===== src/rtl/nibble_serial_adder_ctrl_pkg.sv =====
// Shared types and constants for the nibble-serial adder sequencer.
// The slice width is fixed; operand widths are whole multiples of it.
package nibble_arith_pkg;

  localparam int NIBBLE_W = 4;

  typedef enum logic [1:0] {
    IDLE = 2'd0,
    RUN  = 2'd1,
    DONE = 2'd2
  } state_t;

  function automatic int nibbles(input int width);
    return width / NIBBLE_W;
  endfunction

endpackage


===== src/rtl/nibble_serial_adder_ctrl_if.sv =====
// Requester <-> sequencer bundle: operands and command in, result and status out.
interface nibble_serial_adder_ctrl_if #(
  parameter int WIDTH = 16
);

  // Handshake: start is only taken while the block is not busy (IDLE or DONE);
  // the operands, sub and carry_in are captured on that same edge. done is a
  // one-cycle pulse, and sum/carry_out/overflow stay put until the next accept.
  logic             start;
  logic             sub;
  logic [WIDTH-1:0] a;
  logic [WIDTH-1:0] b;
  logic             carry_in;
  logic             busy;
  logic             done;
  logic [WIDTH-1:0] sum;
  logic             carry_out;
  logic             overflow;

  modport master (
    output start, sub, a, b, carry_in,
    input  busy, done, sum, carry_out, overflow
  );

  modport slave (
    input  start, sub, a, b, carry_in,
    output busy, done, sum, carry_out, overflow
  );

endinterface


===== src/rtl/nibble_serial_adder_ctrl_add4.sv =====
// Combinational 4-bit ripple-carry adder; the one shared slice of the sequencer.
module nibble_add4 (
  input  logic [3:0] a,
  input  logic [3:0] b,
  input  logic       cin,
  output logic [3:0] sum,
  output logic       cout
);

  logic c;

  always_comb begin
    c   = cin;
    sum = '0;
    for (int i = 0; i < 4; i++) begin
      sum[i] = a[i] ^ b[i] ^ c;
      c      = (a[i] & b[i]) | (c & (a[i] ^ b[i]));
    end
    cout = c;
  end

endmodule


===== src/rtl/nibble_serial_adder_ctrl.sv =====
// WIDTH-bit add/subtract built from one 4-bit slice, stepped LSB nibble first.
// Subtract is a + ~b + ~borrow_in, so carry_out=1 means "no borrow".
module nibble_serial_adder_ctrl
  import nibble_arith_pkg::*;
#(
  parameter int WIDTH = 16
) (
  input  logic                        clk,
  input  logic                        reset,
  nibble_serial_adder_ctrl_if.slave   bus,
  output state_t                      fsm_state
);

  localparam int NIBBLES = nibbles(WIDTH);
  localparam int IDX_W   = (NIBBLES > 1) ? $clog2(NIBBLES) : 1;
  localparam logic [IDX_W-1:0] LAST_IDX = IDX_W'(NIBBLES - 1);

  state_t           state;
  state_t           state_nx;
  logic [WIDTH-1:0] a_reg;
  logic [WIDTH-1:0] b_reg;
  logic [WIDTH-1:0] sum_reg;
  logic             carry_reg;
  logic             carry_out_reg;
  logic             overflow_reg;
  logic [IDX_W-1:0] idx;
  logic             accept;
  logic             last;

  logic [3:0] sl_a;
  logic [3:0] sl_b;
  logic [3:0] sl_sum;
  logic       sl_co;

  always_comb begin
    accept = bus.start && ((state == IDLE) || (state == DONE));
    last   = (idx == LAST_IDX);
    sl_a   = a_reg[int'(idx) * NIBBLE_W +: NIBBLE_W];
    sl_b   = b_reg[int'(idx) * NIBBLE_W +: NIBBLE_W];
  end

  nibble_add4 u_slice (
    .a    (sl_a),
    .b    (sl_b),
    .cin  (carry_reg),
    .sum  (sl_sum),
    .cout (sl_co)
  );

  always_ff @(posedge clk) begin
    if (reset) begin
      state <= IDLE;
    end else begin
      state <= state_nx;
    end
  end

  always_comb begin
    state_nx = state;
    case (state)
      IDLE:    state_nx = accept ? RUN : IDLE;
      RUN:     state_nx = last ? DONE : RUN;
      DONE:    state_nx = accept ? RUN : IDLE;
      default: state_nx = IDLE;
    endcase
  end

  always_comb begin
    bus.busy      = (state == RUN);
    bus.done      = (state == DONE);
    bus.sum       = sum_reg;
    bus.carry_out = carry_out_reg;
    bus.overflow  = overflow_reg;
    fsm_state     = state;
  end

  always_ff @(posedge clk) begin
    if (reset) begin
      a_reg         <= '0;
      b_reg         <= '0;
      sum_reg       <= '0;
      carry_reg     <= 1'b0;
      carry_out_reg <= 1'b0;
      overflow_reg  <= 1'b0;
      idx           <= '0;
    end else if (accept) begin
      a_reg     <= bus.a;
      b_reg     <= bus.sub ? ~bus.b : bus.b;
      carry_reg <= bus.sub ? ~bus.carry_in : bus.carry_in;
      idx       <= '0;
    end else if (state == RUN) begin
      sum_reg[int'(idx) * NIBBLE_W +: NIBBLE_W] <= sl_sum;
      carry_reg <= sl_co;
      idx       <= last ? '0 : idx + 1'b1;
      // Flags are latched here so they are already stable while done is high.
      if (last) begin
        carry_out_reg <= sl_co;
        overflow_reg  <= (a_reg[WIDTH-1] ~^ b_reg[WIDTH-1]) &&
                         (sl_sum[3] != a_reg[WIDTH-1]);
      end
    end
  end

endmodule


===== src/flat_wrapper.sv =====
// flat-port wrapper written by rule: the top's interface ports become plain ports
module nibble_serial_adder_ctrl_flat import nibble_arith_pkg::*;
#(
  parameter int WIDTH = 16
)
  (clk, reset, fsm_state, bus_start, bus_sub, bus_a, bus_b, bus_carry_in, bus_busy, bus_done, bus_sum, bus_carry_out, bus_overflow);
  nibble_serial_adder_ctrl_if #(.WIDTH(WIDTH)) bus_i ();
  input  logic clk;
  input  logic reset;
  output state_t fsm_state;
  input wire logic [$bits(bus_i.start)-1:0] bus_start;
  input wire logic [$bits(bus_i.sub)-1:0] bus_sub;
  input wire logic [$bits(bus_i.a)-1:0] bus_a;
  input wire logic [$bits(bus_i.b)-1:0] bus_b;
  input wire logic [$bits(bus_i.carry_in)-1:0] bus_carry_in;
  output wire logic [$bits(bus_i.busy)-1:0] bus_busy;
  output wire logic [$bits(bus_i.done)-1:0] bus_done;
  output wire logic [$bits(bus_i.sum)-1:0] bus_sum;
  output wire logic [$bits(bus_i.carry_out)-1:0] bus_carry_out;
  output wire logic [$bits(bus_i.overflow)-1:0] bus_overflow;
  assign bus_i.start = bus_start;
  assign bus_i.sub = bus_sub;
  assign bus_i.a = bus_a;
  assign bus_i.b = bus_b;
  assign bus_i.carry_in = bus_carry_in;
  assign bus_busy = bus_i.busy;
  assign bus_done = bus_i.done;
  assign bus_sum = bus_i.sum;
  assign bus_carry_out = bus_i.carry_out;
  assign bus_overflow = bus_i.overflow;
  nibble_serial_adder_ctrl #(.WIDTH(WIDTH)) u_core (.clk(clk), .reset(reset), .bus(bus_i), .fsm_state(fsm_state));
endmodule

===== config.mk =====
export PLATFORM = sky130hd
export DESIGN_NAME = nibble_serial_adder_ctrl_flat
export DESIGN_NICKNAME = d
export VERILOG_FILES = /design/src/rtl/nibble_serial_adder_ctrl_pkg.sv /design/src/rtl/nibble_serial_adder_ctrl_if.sv /design/src/rtl/nibble_serial_adder_ctrl_add4.sv /design/src/rtl/nibble_serial_adder_ctrl.sv /design/src/flat_wrapper.sv
export SDC_FILE = /design/constraint.sdc
export NUM_CORES = 1
export LEC_CHECK = 0
export ABC_AREA = 1
export CAP_MARGIN = 5
export CORE_MARGIN = 8
export CORE_UTILIZATION = 46
export DETAILED_ROUTE_END_ITERATION = 8
export PLACE_DENSITY_LB_ADDON = 0.1
export SLEW_MARGIN = 5
export SYNTH_ARGS = -nofsm -noshare
export SYNTH_HDL_FRONTEND = slang
export SYNTH_SLANG_ARGS = --single-unit

===== constraint.sdc =====
create_clock -name clk -period 2.6 [get_ports clk]
set_input_delay 0.26 -clock clk [delete_from_list [all_inputs] [get_ports clk]]
set_output_delay 0.26 -clock clk [all_outputs]
set_load 0.05 [all_outputs]

==> metrics.md, run 1 <==
| Metric | Value |
|---|---|
| Die Height | `92.6 um` |
| Min-Delay Path Class | `register to register` |
| Max VDD drop | `0.298 mV` |
| Number of H-tree branching levels | `2` |
| Highest Clock Rate | `381 MHz` |
| Cell-internal power | `~1.3 mW` |
| Global-route wire length before repair | `10800 um` |
| Number of buffers created by CTS | `5` |
| Diodes inserted | `0` |
| Startpoint Class | `register` |
| Clock-pin transition on the worst setup and hold timing paths | `90 ps` |
| DRC violation count after routing | `0` |
| Layout Area Growth over Synthesis | `29.5%` |
| Effective utilization at floorplan | `46.7%` |
| Overflow after GRT | `0` |
| Root buffer cell | `sky130_fd_sc_hd__clkbuf_8` |
| Proportion of power drawn by the clock network | `approximately a quarter` |
| Unrepaired setup endpoints after global routing | `true` |
| Sw Ratio | `between 20 and 30%` |
| DRT Wirelength | `6410 um` |
| Yosys Warn Count | `0` |
| Die width | `92.6 um` |
| Routed length per placed instance | `13.0 um` |
| Final slew viol count | `0` |
| Cell area after placement | `3360 sq um` |
| Core Area | `5780 sq um` |
| Final TNS setup | `-24.8 ps` |
| Total number of nets in the final design | `464` |
| Sink Count | `55` |
| Period utilization | `101%` |
| Outcome | `complete, but fails checks` |
| Share of total power in sequential cells | `~52%` |
| Startpoint-to-endpoint class of the critical path | `register to register` |
| Average instance area after synthesis | `7.62 sq um` |
| Count of state elements after synthesis | `55` |
| Most frequent standard cell in the layout excluding fill and tap cells | `sky130_fd_sc_hd__nor2_1` |
| Total net switching power | `0.528 mW` |
| Maximum fanout encountered on the critical timing path | `7` |
| Routed vias/inst | `4.83` |
| Number of standard cells after synthesis | `roughly 350` |
| Worst endpoint data arrival time | `2830 ps` |
| Number of top-level design ports | `59` |
| CP Data Required Time | `2810 ps` |
| Bufs on Longest Clock Path | `2` |
| Syn Nets | `401` |
| Number of antenna-violating nets in the routed design | `0` |
| Static Leak | `approximately 1.4 nW` |
| Ratio of total power to cell area | `between 500 and 600 nW/um^2` |
| Min Clock Period, post-route | `about 2600 ps` |
| Number of distinct standard cells referenced by the synthesized netlist | `28` |
| Violated checks | `negative setup slack` |
| Detailed-router iteration count before antenna repair | `4` |
| Post-route design area | `3490 sq um` |
| Hold violation total from the final report | `0` |
| Share of synthesized area occupied by flip-flops and latches | `40.8%` |
| Instance count after placement with tap cells included | `~480` |
| Clock Skew | `6.87 ps` |
| Hold-fix buffers at CTS | `0` |
| Worst skew pair latency | `310 ps` |
| GRT Resource Usage Total | `15.6%` |
| Vias in the first global route | `2356` |
| Max transition margin | `66.0%` |
| Kind of end point of the critical path | `register` |
| Via count of the routed design | `between 2000 and 2500` |
| Die Outline Area | `8570 sq um` |
| Max-cap viol count | `0` |
| Cell row count | `28` |
| GP Congestion | `approximately 0.87` |
| Maximum number of pins on one net before global-route repair | `41` |
| Most used cells in the layout excluding fill and tap cells | `sky130_fd_sc_hd__nor2_1, sky130_fd_sc_hd__clkdlybuf4s50_1, sky130_fd_sc_hd__dfxtp_1` |
| Least-Margin Pin Slew | `508 ps` |
| Port Buffers | `58` |
| Initial antenna violation count | `0` |
| Cell area after synthesis | `2700 sq um` |
| Worst slack, placed | `-224 ps` |
| Share of power burned in combinational logic | `between 20% and 30%` |
| TritonCTS clock tree | `done` |
| Final setup margin | `-21.9 ps` |
| Initial DRC Count | `91` |
| Total setup violations reported at the end of the flow | `2` |
| Placed wire-length estimate after detailed placement | `4830 um` |
| Non-filler instance count after layout | `492` |
| Fraction of layout cells with a size suffix above 1 | `13.2%` |
## critical path, cell delays in order, from the launching register on
cell                      delay (ps)
sky130_fd_sc_hd__dfxtp_4         380
sky130_fd_sc_hd__inv_4            90
sky130_fd_sc_hd__nor2_1           60
sky130_fd_sc_hd__o22ai_2         200
sky130_fd_sc_hd__fa_2            230
sky130_fd_sc_hd__inv_2            40
sky130_fd_sc_hd__fa_2            330
sky130_fd_sc_hd__fa_2            340
sky130_fd_sc_hd__inv_2            70
sky130_fd_sc_hd__fa_2            450
sky130_fd_sc_hd__nand2_2         100
sky130_fd_sc_hd__nor2_2           50
sky130_fd_sc_hd__nand2_1          50
sky130_fd_sc_hd__nand2_1          50
sky130_fd_sc_hd__inv_1            50
sky130_fd_sc_hd__nor2_1           30
## cells in the mapped netlist
master | count | share of area [%]
sky130_fd_sc_hd__nor3_1 | 3 | 0.56
sky130_fd_sc_hd__nor2_2 | 4 | 0.93
sky130_fd_sc_hd__o21ai_0 | 59 | 11
sky130_fd_sc_hd__xnor2_1 | 17 | 5.5
sky130_fd_sc_hd__o22ai_1 | 4 | 0.93
sky130_fd_sc_hd__buf_8 | 1 | 0.56
sky130_fd_sc_hd__inv_2 | 2 | 0.28
sky130_fd_sc_hd__fa_1 | 4 | 3.0
sky130_fd_sc_hd__nand3_2 | 1 | 0.37
sky130_fd_sc_hd__nand2_4 | 2 | 0.83
sky130_fd_sc_hd__buf_12 | 1 | 0.74
sky130_fd_sc_hd__nor2_1 | 67 | 9.3
sky130_fd_sc_hd__buf_4 | 2 | 0.56
sky130_fd_sc_hd__buf_6 | 3 | 1.3
sky130_fd_sc_hd__clkbuf_1 | 4 | 0.56
sky130_fd_sc_hd__o21ai_2 | 2 | 0.65
sky130_fd_sc_hd__nand3_1 | 5 | 0.93
sky130_fd_sc_hd__nand2_1 | 41 | 5.7
sky130_fd_sc_hd__a21oi_2 | 4 | 1.3
sky130_fd_sc_hd__dfxtp_1 | 55 | 41
sky130_fd_sc_hd__a21oi_1 | 30 | 5.6
sky130_fd_sc_hd__inv_6 | 1 | 0.32
sky130_fd_sc_hd__nor2_4 | 1 | 0.42
sky130_fd_sc_hd__inv_1 | 27 | 3.8
sky130_fd_sc_hd__buf_2 | 6 | 1.1
sky130_fd_sc_hd__clkinv_1 | 1 | 0.14
sky130_fd_sc_hd__ha_1 | 6 | 2.8
sky130_fd_sc_hd__clkbuf_2 | 1 | 0.19
## what timing repair did
action / 4_1_cts / 5_1_grt
resized for setup: 11 / 7
setup buffers: 2 / 0
gates cloned: 0 / 0
pin swaps: 5 / 2
setup endpoints to repair: 6 / 6
## final timing paths
check                                                  start  depth (start not counted)  slack [ps]                        endpoint
worst min register to register  u_core.a_reg[2]$_SDFFE_PP0P_                          2         470    u_core.a_reg[2]$_SDFFE_PP0P_
worst max register to register    u_core.idx[0]$_SDFFE_PP0P_                         15         -20  u_core.bus.sum[7]$_SDFFE_PP0P_
worst min-delay path            u_core.a_reg[2]$_SDFFE_PP0P_                          2         470    u_core.a_reg[2]$_SDFFE_PP0P_
worst max-delay path              u_core.idx[0]$_SDFFE_PP0P_                         15         -20  u_core.bus.sum[7]$_SDFFE_PP0P_
## layer usage
metal / GRT usage (%) / part of all wire [%] / vias up
met5: 0 / 0 / -
met4: 5.91 / 1.9 / 0
met3: 4.69 / 3.8 / 10
met2: 25.4 / 49 / 40
met1: 18.8 / 45 / 1062
li1: - / - / 1263
## cell families (layout without fill, tap and decap cells)
family,after synthesis,after routing,share of synthesized area (%)
XOR/XNOR,17,17,5.52
adder cells (fa/ha/maj),10,10,5.75
AO/OA/AOI/OAI,99,99,19.4
flip-flops,55,55,40.8
buffers and inverters,49,112,9.46
AND/OR/NAND/NOR,124,124,19.1
## power groups by stage
stage          registers (mW)  logic [mW]  clock network [mW]
2_1_floorplan           0.975       0.251                   0
3_3_place_gp            0.953       0.402                   0
3_5_place_dp            0.952       0.407                   0
4_1_cts                 0.933       0.414               0.455
5_1_grt                 0.940       0.469               0.489
6_report                0.933       0.419               0.444
## final cells by class
class | instances | area [sq um]
Fill cell | 574 | 2290
Inverter | 31 | 129
Timing Repair Buffer | 74 | 704
Clock buffer | 7 | 76.3
Multi-Input combinational cell | 250 | 1380
Tap cell | 75 | 93.8
Sequential cell | 55 | 1110
## per-stage QoR
step                      util (%)  power [mW]  hold WS, ps
after CTS                     60.2        1.80          461
final                         60.5        1.80          466
after detailed placement      58.2        1.36          447
after floorplan                  -        1.23          395
after global routing          60.5        1.90          484
after global placement        58.2        1.35          436
Note: power is estimated with default switching activity, not from simulation.
==> inputs of run 2 (changes only) <==
--- a/config.mk
+++ b/config.mk
@@ -11,7 +11,7 @@
 export CORE_UTILIZATION = 46
 export DETAILED_ROUTE_END_ITERATION = 8
 export PLACE_DENSITY_LB_ADDON = 0.1
-export SLEW_MARGIN = 5
+export SLEW_MARGIN = 10
 export SYNTH_ARGS = -nofsm -noshare
 export SYNTH_HDL_FRONTEND = slang
 export SYNTH_SLANG_ARGS = --single-unit
==> results of run 2 <==
The final DEF is identical to that of run 1; final timing and power are the same.
==> inputs of run 3 (changes only) <==
--- a/config.mk
+++ b/config.mk
@@ -11,6 +11,7 @@
 export CORE_UTILIZATION = 46
 export DETAILED_ROUTE_END_ITERATION = 8
 export PLACE_DENSITY_LB_ADDON = 0.1
+export SKIP_LAST_GASP = 1
 export SLEW_MARGIN = 10
 export SYNTH_ARGS = -nofsm -noshare
 export SYNTH_HDL_FRONTEND = slang
==> metrics.md, run 3 (same netlist as run 1, synthesis figures left out) <==
| Metric | Value |
|---|---|
| Bufs on Longest Clock Path | `2 (unchanged)` |
| Period utilization | `101% (about the same)` |
| Placed wire-length estimate after detailed placement | `4830 um (unchanged)` |
| Cells along the critical path | `inv_4 > nor2_1 > o22ai_2 > fa_2 > inv_2 > fa_2 > fa_2 > inv_2 > fa_2 > nand2_2 > nor2_2 > nand2_1 > nand2_1 > inv_1 > nor2_1` |
| Diodes inserted | `0 (unchanged)` |
| GP Congestion | `0.869 (unchanged)` |
| Outcome | `complete, but fails checks` |
| Startpoint-to-endpoint class of the critical path | `register to register` |
| Max-cap viol count | `0 (unchanged)` |
| Origin of the worst setup path | `u_core.idx[0]$_SDFFE_PP0P_` |
| Via count of the routed design | `2373 (-0.084%)` |
| Least-Margin Pin Slew | `508 ps (unchanged)` |
| Die Height | `92.6 um (unchanged)` |
| Post-route design area | `3490 sq um (unchanged)` |
| TritonCTS clock tree | `done` |
| Max VDD drop | `0.298 mV (+0.14%)` |
| Cell row count | `28 (unchanged)` |
| Reg-to-reg slack, setup | `-20 ps (about the same)` |
| Static Leak | `1.41 nW (about the same)` |
| Number of antenna-violating nets in the routed design | `0 (unchanged)` |
| Effective utilization at floorplan | `46.7% (unchanged)` |
| Vias in the first global route | `2356 (unchanged)` |
| Unrepaired setup endpoints after global routing | `true` |
| Min-Delay Path Class | `register to register` |
| Startpoint Class | `register` |
| Maximum number of pins on one net before global-route repair | `41 (unchanged)` |
| Number of buffers created by CTS | `5 (unchanged)` |
| GRT Resource Usage Total | `15.6% (unchanged)` |
| Min Clock Period, post-route | `2620 ps (-0.000500 ps)` |
| Non-filler instance count after layout | `492 (unchanged)` |
| Cell area after placement | `3360 sq um (unchanged)` |
| Overflow after GRT | `0 (unchanged)` |
| Number of top-level design ports | `59 (unchanged)` |
| Clock-pin transition on the worst setup and hold timing paths | `90 ps (about the same)` |
| Start point of the worst hold path | `u_core.a_reg[2]$_SDFFE_PP0P_` |
| CP Data Required Time | `2810 ps (about the same)` |
| Routed length per placed instance | `13.0 um (about the same)` |
| Final setup margin | `-21.9 ps (+0.000500 ps)` |
| Maximum fanout encountered on the critical timing path | `7 (unchanged)` |
| Max transition margin | `66.0% (unchanged)` |
| # fillers | `574 (unchanged)` |
| Most frequent standard cell in the layout excluding fill and tap cells | `sky130_fd_sc_hd__nor2_1` |
| Worst skew pair latency | `310 ps (about the same)` |
| Die Outline Area | `8570 sq um (unchanged)` |
| Final slew viol count | `0 (unchanged)` |
| Hold violation total from the final report | `0 (unchanged)` |
| Critical-path top delay cell | `sky130_fd_sc_hd__fa_2` |
| Initial DRC Count | `91 (unchanged)` |
| Routed vias/inst | `4.82 (about the same)` |
| Violated checks | `negative setup slack` |
| Reg area | `1110 sq um (unchanged)` |
| Overall power of the completed layout | `1.80 mW (about the same)` |
| Total setup violations reported at the end of the flow | `2 (unchanged)` |
| Instance count after placement with tap cells included | `483 (unchanged)` |
| Origin of the critical flop-to-flop path | `u_core.idx[0]$_SDFFE_PP0P_` |
| Footprint of the multi-input gates | `1380 sq um (unchanged)` |
| Ratio of total power to cell area | `514 nW/um^2 (about the same)` |
| Die width | `92.6 um (unchanged)` |
| Delay of the slowest cell on the worst path | `450 ps (about the same)` |
| Clock Skew | `6.60 ps (-0.272 ps)` |
| Port Buffers | `58 (unchanged)` |
| Core Area | `5780 sq um (unchanged)` |
| Most used cells in the layout excluding fill and tap cells | `sky130_fd_sc_hd__nor2_1, sky130_fd_sc_hd__clkdlybuf4s50_1, sky130_fd_sc_hd__o21ai_0, sky130_fd_sc_hd__dfxtp_1, sky130_fd_sc_hd__nand2_1` |
| Global-route wire length before repair | `10800 um (unchanged)` |
| Sink Count | `55 (unchanged)` |
| Highest Clock Rate | `381 MHz (unchanged)` |
| Fraction of layout cells with a size suffix above 1 | `13.2% (unchanged)` |
| Worst hold-check slack | `466 ps (+0.0230 ps)` |
| Initial antenna violation count | `0 (unchanged)` |
| Worst endpoint data arrival time | `2830 ps (about the same)` |
| Detailed-router iteration count before antenna repair | `4 (unchanged)` |
| DRT Wirelength | `6420 um (about the same)` |
| Kind of end point of the critical path | `register` |
| DRC violation count after routing | `0 (unchanged)` |
| Most frequent cell on the critical path | `sky130_fd_sc_hd__fa_2` |
| Root buffer cell | `sky130_fd_sc_hd__clkbuf_8` |
| Layout Area Growth over Synthesis | `29.5% (unchanged)` |
| Finished Core Util | `60.5% (unchanged)` |
| Total number of nets in the final design | `464 (unchanged)` |
| Number of H-tree branching levels | `2 (unchanged)` |
==> run 3: path summary, 6_finish.rpt <==
| kind | depth (start not counted) | to |
|---|---|---|
| worst max-delay path | 15 | u_core.bus.sum[7]$_SDFFE_PP0P_ |
| worst min-delay path | 2 | u_core.a_reg[2]$_SDFFE_PP0P_ |
| worst max register to register | 15 | u_core.bus.sum[7]$_SDFFE_PP0P_ |
| worst min register to register | 2 | u_core.a_reg[2]$_SDFFE_PP0P_ |
==> run 3: timing repair <==
action / CTS / global route
endpoints found under the hold margin: 0 / 0
setup buffers: 2 / 0
resized for setup: 11 / 6
endpoints found under the setup margin: 6 / 6
hold buffers: 0 / 0
pin swaps: 5 / 2
==> run 3: worst max-delay path: cells and delay by family (launching register included) <==
family	cells	cell delay [ps]
DFF	1	380
adders and majority gates	4	1350
and+or+nand+nor	6	340
AOI/OAI and AO/OA	1	200
buffers and inverters	4	250
==> run 3: cell type report <==
type,count,area share (%)
multi-input combinational,250,39.6
sequential,55,31.7
timing repair buffer,74,20.2
inverter,31,3.69
tap,75,2.69
clock buffer,7,2.18
==> run 3: routing by layer <==
layer,global-route usage (%),vias to the layer above,wire [um]
met5,0,-,0
met4,5.91,0,123
met3,4.69,10,242
met2,25.4,40,3170
met1,18.8,1060,2870
li1,-,1263,-
==> run 3: where the power goes <==
group,switching [mW],internal (mW)
sequential,0.0357,0.897
combinational,0.235,0.184
clock,0.258,0.186
==> run 3: per-stage QoR <==
step | setup TNS [ps] | worst slack [ps]
3_5_place_dp | -880 | -224
6_report | -24.8 | -21.9
5_1_grt | -460 | -125
3_3_place_gp | -310 | -115
4_1_cts | -35.2 | -33.1
2_1_floorplan | -130 | -63.1
